File: src/rtl/wb_slave_arbiter.sv
// Round-robin arbiter that shares one Wishbone slave port between two requesters.
// Latency: a strobe sampled in IDLE is forwarded to the slave one cycle later.
// Backpressure: the granted requester stalls until the slave acks or the watchdog expires; the other requester waits.
//
// Ports: clk/rst_n; requester ports m0_*/m1_* (stb/we/adr/dat in, dat/ack/err out);
// slave port s_* (stb/we/adr/dat out, dat/ack in); arb_busy_o/arb_gnt_o status.
module wb_slave_arbiter #(
  parameter int TIMEOUT = 16
) (
  input  logic        clk,
  input  logic        rst_n,
  input  logic        m0_stb_i,
  input  logic        m0_we_i,
  input  logic [31:0] m0_adr_i,
  input  logic [31:0] m0_dat_i,
  output logic [31:0] m0_dat_o,
  output logic        m0_ack_o,
  output logic        m0_err_o,
  input  logic        m1_stb_i,
  input  logic        m1_we_i,
  input  logic [31:0] m1_adr_i,
  input  logic [31:0] m1_dat_i,
  output logic [31:0] m1_dat_o,
  output logic        m1_ack_o,
  output logic        m1_err_o,
  output logic        s_stb_o,
  output logic        s_we_o,
  output logic [31:0] s_adr_o,
  output logic [31:0] s_dat_o,
  input  logic [31:0] s_dat_i,
  input  logic        s_ack_i,
  output logic        arb_busy_o,
  output logic        arb_gnt_o
);

  typedef enum logic [1:0] {IDLE = 2'd0, BUSY = 2'd1, ERR = 2'd2} state_t;

  state_t      state, state_nxt;
  logic        gnt, gnt_nxt;
  logic        last_served, last_served_nxt;
  logic [7:0]  wdog, wdog_nxt;

  // Signals of whichever requester currently holds the grant.
  logic        g_stb, g_we, g_ack;
  logic [31:0] g_adr, g_dat, g_rdat;

  assign g_stb  = gnt ? m1_stb_i : m0_stb_i;
  assign g_we   = gnt ? m1_we_i  : m0_we_i;
  assign g_adr  = gnt ? m1_adr_i : m0_adr_i;
  assign g_dat  = gnt ? m1_dat_i : m0_dat_i;
  assign g_ack  = s_ack_i & g_stb;
  assign g_rdat = (g_ack & ~g_we) ? s_dat_i : 32'd0;

  always_ff @(posedge clk or negedge rst_n) begin
    if (!rst_n) begin
      state       <= IDLE;
      gnt         <= 1'b0;
      last_served <= 1'b1;  // makes requester 0 win the first tie
      wdog        <= 8'd0;
    end else begin
      state       <= state_nxt;
      gnt         <= gnt_nxt;
      last_served <= last_served_nxt;
      wdog        <= wdog_nxt;
    end
  end

  always_comb begin
    state_nxt       = state;
    gnt_nxt         = gnt;
    last_served_nxt = last_served;
    wdog_nxt        = wdog;
    s_stb_o         = 1'b0;
    s_we_o          = 1'b0;
    s_adr_o         = 32'd0;
    s_dat_o         = 32'd0;
    m0_dat_o        = 32'd0;
    m0_ack_o        = 1'b0;
    m0_err_o        = 1'b0;
    m1_dat_o        = 32'd0;
    m1_ack_o        = 1'b0;
    m1_err_o        = 1'b0;
    arb_busy_o      = (state != IDLE);
    arb_gnt_o       = (state != IDLE) & gnt;

    case (state)
      IDLE: begin
        wdog_nxt = 8'd0;
        if (m0_stb_i && m1_stb_i) begin
          gnt_nxt   = ~last_served;
          state_nxt = BUSY;
        end else if (m0_stb_i) begin
          gnt_nxt   = 1'b0;
          state_nxt = BUSY;
        end else if (m1_stb_i) begin
          gnt_nxt   = 1'b1;
          state_nxt = BUSY;
        end
      end

      BUSY: begin
        s_stb_o = g_stb;
        s_we_o  = g_we;
        s_adr_o = g_adr;
        s_dat_o = g_we ? g_dat : 32'd0;
        if (gnt) begin
          m1_ack_o = g_ack;
          m1_dat_o = g_rdat;
        end else begin
          m0_ack_o = g_ack;
          m0_dat_o = g_rdat;
        end
        // Ack is checked before the watchdog so a late ack still completes.
        if (g_ack) begin
          last_served_nxt = gnt;
          state_nxt       = IDLE;
        end else if (!g_stb) begin
          state_nxt = IDLE;  // requester abandoned; fairness state untouched
        end else if (wdog == 8'(TIMEOUT - 1)) begin
          state_nxt = ERR;
        end else begin
          wdog_nxt = wdog + 8'd1;
        end
      end

      ERR: begin
        if (gnt) m1_err_o = 1'b1;
        else     m0_err_o = 1'b1;
        last_served_nxt = gnt;
        state_nxt       = IDLE;
      end

      default: state_nxt = IDLE;
    endcase
  end

endmodule

File: config.mk
export PLATFORM = sky130hd
export DESIGN_NAME = wb_slave_arbiter
export DESIGN_NICKNAME = d
export VERILOG_FILES = /design/src/rtl/wb_slave_arbiter.sv
export SDC_FILE = /design/constraint.sdc
export NUM_CORES = 1
export LEC_CHECK = 0
export ABC_CLOCK_PERIOD_IN_PS = 2300
export CAP_MARGIN = 20
export CORE_AREA = 2 2 117 119
export CTS_CLUSTER_SIZE = 25
export DETAILED_ROUTE_END_ITERATION = 8
export DIE_AREA = 0 0 119 121
export HOLD_SLACK_MARGIN = 0.02
export PLACE_DENSITY = 0.6
export SLEW_MARGIN = 40
export SYNTH_ARGS = -nofsm -noshare
export SYNTH_HDL_FRONTEND = slang
export SYNTH_SLANG_ARGS = --single-unit
File: constraint.sdc
create_clock -name clk -period 2.3 [get_ports clk]
set_input_delay 0.46 -clock clk [delete_from_list [all_inputs] [get_ports clk]]
set_output_delay 0.46 -clock clk [all_outputs]
set_load 0.01 [all_outputs]
==> flow_summary.ini <==
[grt]
grt_max_degree = 35
grt_pass1_vias = 3439
antenna_found_initial = 2
track_usage = 0.177
gr-total-overflow = 0
grt_pass1_wl_um = 19600

[placement]
gp_congestion = 0.772
dp_hpwl_um = 10700
port_buffers = 302

[synth]
synthArstFlopShare = 1.00
synthFlopType = dfrtp_1
postSynthAreaPerCell_um2 = 6.96
ys_ff_latch = 12
syn_nets = 473
yosys_warnings = 0
synthesis.area_um2 = 2120
ys_types = 33
synth_edf_count = 0
synth_cells = 305
synth_seq_area_share = 0.142

[clocking]
cts_sinks = 12
cts_tree = done
clkLatencyLatePin_ns = 0.24
cts_hold_buf = 0
h-tree-depth = 1
cts_buffers = 3
clkTransAtPathRegs_ns = 0.04
cts-root-buf = clkbuf_16
clock_path_buffers = 2

[floorplanning]
fp.coreArea_um2 = 13100
ios = 303
rows = 42
start_util = 0.162
fp.dieW_um = 119
die_h_um = 121
dieArea_um2 = 14400

[critical_path]
crit_arrival_ns = 1.88
crit_chain = buf_6, nor4b_4, buf_4, buf_6, buf_6, buf_8, and2_4, buf_6
slowest_delay_ns = 0.51
slowest_stage = dfrtp_4
end_kind = output port
required_ns = 1.84
cpMostUsedCell = buf_6
cp-start-kind = flop
rrSetupSlack_ns = 0.25
critPathKind = reg -> out
critPathMaxFanout = 8

[power_and_ir_drop]
swShare = 0.410
p_seq_frac = 0.089
powerDensity_nw_per_um2 = 607
internal-power_w = 0.00207
clkPwrFrac = 0.093
peakVddDrop_v = 0.000555
p_leak_nw = 2.95
switchingPower_w = 0.00144
p_comb_frac = 0.819

[drt]
vias = 3426
drc = 0
dr.pass1.iters = 4
totalWireLength_um = 13900
vias_per_cell = 4.27
routedWlPerCell_um = 17.3
drt_first_iter_violations = 69
antenna_left = 0

[timing]
tightest_slew_ns = 0.571
post-route-period-util = 1.02
hold_ws_ns = 0.546
fin_crit_ns = 2.34
setup_viol_count_final = 15
drv_slew = 0
final.setup.tns_ns = -0.369
hold_violations = 0
layout_setup_ws_ns = -0.0380
fmaxAchievable_ghz = 0.428
slew_headroom = 0.618
finClkSkew_ns = 0.00395
rsz0062_at_grt = yes

[cells_and_area]
multi_input_area_um2 = 1830
nFillCells = 1257
seq_area_um2 = 305
final_layout_size_suffix_gt1_frac = 0.254
area_growth_pct = 172
nNetsFinal = 795

[status]
status = complete, but fails checks
violations = setup timing

[job]
maxCapViolCount = 0

[hold_path]
hp-class = reg -> reg
## power groups by stage
stage | logic [W] | clock network [W] | registers (W)
2_1_floorplan | 0.00134 | 0 | 0.000277
3_3_place_gp | 0.00272 | 0 | 0.000323
3_5_place_dp | 0.00274 | 0 | 0.000324
4_1_cts | 0.00283 | 0.000330 | 0.000328
5_1_grt | 0.00307 | 0.000351 | 0.000321
6_report | 0.00287 | 0.000325 | 0.000311
## kinds of logic after synthesis
| logic type | Yosys count | synth area share |
|---|---|---|
| fa+ha+maj | 1 | 0.00589 |
| simple gates | 180 | 0.419 |
| compound gates | 16 | 0.0589 |
| flops | 12 | 0.142 |
| buf+inv | 28 | 0.0524 |
| mux | 68 | 0.322 |
## synthesized netlist by cell type (2+ instances only)
master | number | share of area
a211o_1 | 2 | 0.0083
a31o_2 | 3 | 0.012
a31oi_1 | 3 | 0.0088
and2_1 | 64 | 0.19
and3_1 | 3 | 0.0088
buf_1 | 6 | 0.011
buf_2 | 2 | 0.0047
clkbuf_1 | 16 | 0.028
dfrtp_1 | 11 | 0.13
inv_1 | 3 | 0.0053
mux2_2 | 2 | 0.011
mux2i_1 | 66 | 0.31
nand2_1 | 19 | 0.034
nand2b_1 | 4 | 0.012
nand3_1 | 4 | 0.0094
nor2_1 | 74 | 0.13
nor3_1 | 4 | 0.0094
nor4b_1 | 2 | 0.0083
o311ai_0 | 2 | 0.0083
or3_1 | 2 | 0.0059
## per-stage QoR
step | cell area [um^2] | total power, W | util | setup WS (ns) | instances
final | 5770 | 0.00350 | 0.441 | -0.0380 | 803
after global placement | 5490 | 0.00304 | 0.419 | -0.535 | 777
after detailed placement | 5490 | 0.00307 | 0.419 | -0.560 | 777
after global routing | 5770 | 0.00374 | 0.441 | -0.101 | 802
after CTS | 5710 | 0.00348 | 0.436 | -0.0483 | 800
after floorplan | 2120 | 0.00162 | - | 0.131 | 305
## critical path: cells and delay by family (launching register included)
| family | cells | cell delay, ns |
|---|---|---|
| and+or+nand+nor | 2 | 0.39 |
| DFF | 1 | 0.51 |
| buffers and inverters | 6 | 0.73 |
## cells in the final DEF (no fill, tap or decap), types with 20 or more instances in the layout
master	synthesis	routed
clkdlybuf4s50_1	0	163
nor2_1	74	73
mux2i_1	66	65
dlygate4sd2_1	0	46
and2_1	64	37
buf_6	0	31
and2_4	0	27
clkbuf_2	0	25
buf_4	1	22
buf_2	2	20
## registers in the layout, summed over array words and instances, names as in the netlist
name,cells
state,2
last_served,1
gnt,1
wdog,8
## final cells by class
cell class                 instances  area share
sequential                        12      0.0529
timing repair buffer             342       0.577
clock buffer                       4      0.0137
antenna                            1    0.000433
inverter                           3     0.00195
tap                              176      0.0381
multi-input combinational        265       0.316
## worst paths after layout
kind,startpoint,end,cells past startpoint
min in group asynchronous,rst_n,wdog[0],1
max reg2reg,state[1],wdog[4],6
max,gnt,m0_dat_o[19],8
max in group asynchronous,rst_n,gnt,1
min reg2reg,wdog[0],wdog[0],1
min,wdog[0],wdog[0],1
## per-layer routing
layer	vias up	GRT usage	routed length, um
li1	1678	-	-
met1	1557	0.187	5090
met2	181	0.351	7480
met3	10	0.0489	1180
met4	0	0.0298	154
met5	-	0	0
## repair_timing
item	4_1_cts	5_1_grt
setup endpoints to repair	118	89
resized for setup	312	116
pin swaps	17	12
gates cloned	6	0
setup buffers	14	3
Note: power is estimated with default switching activity, not from simulation.
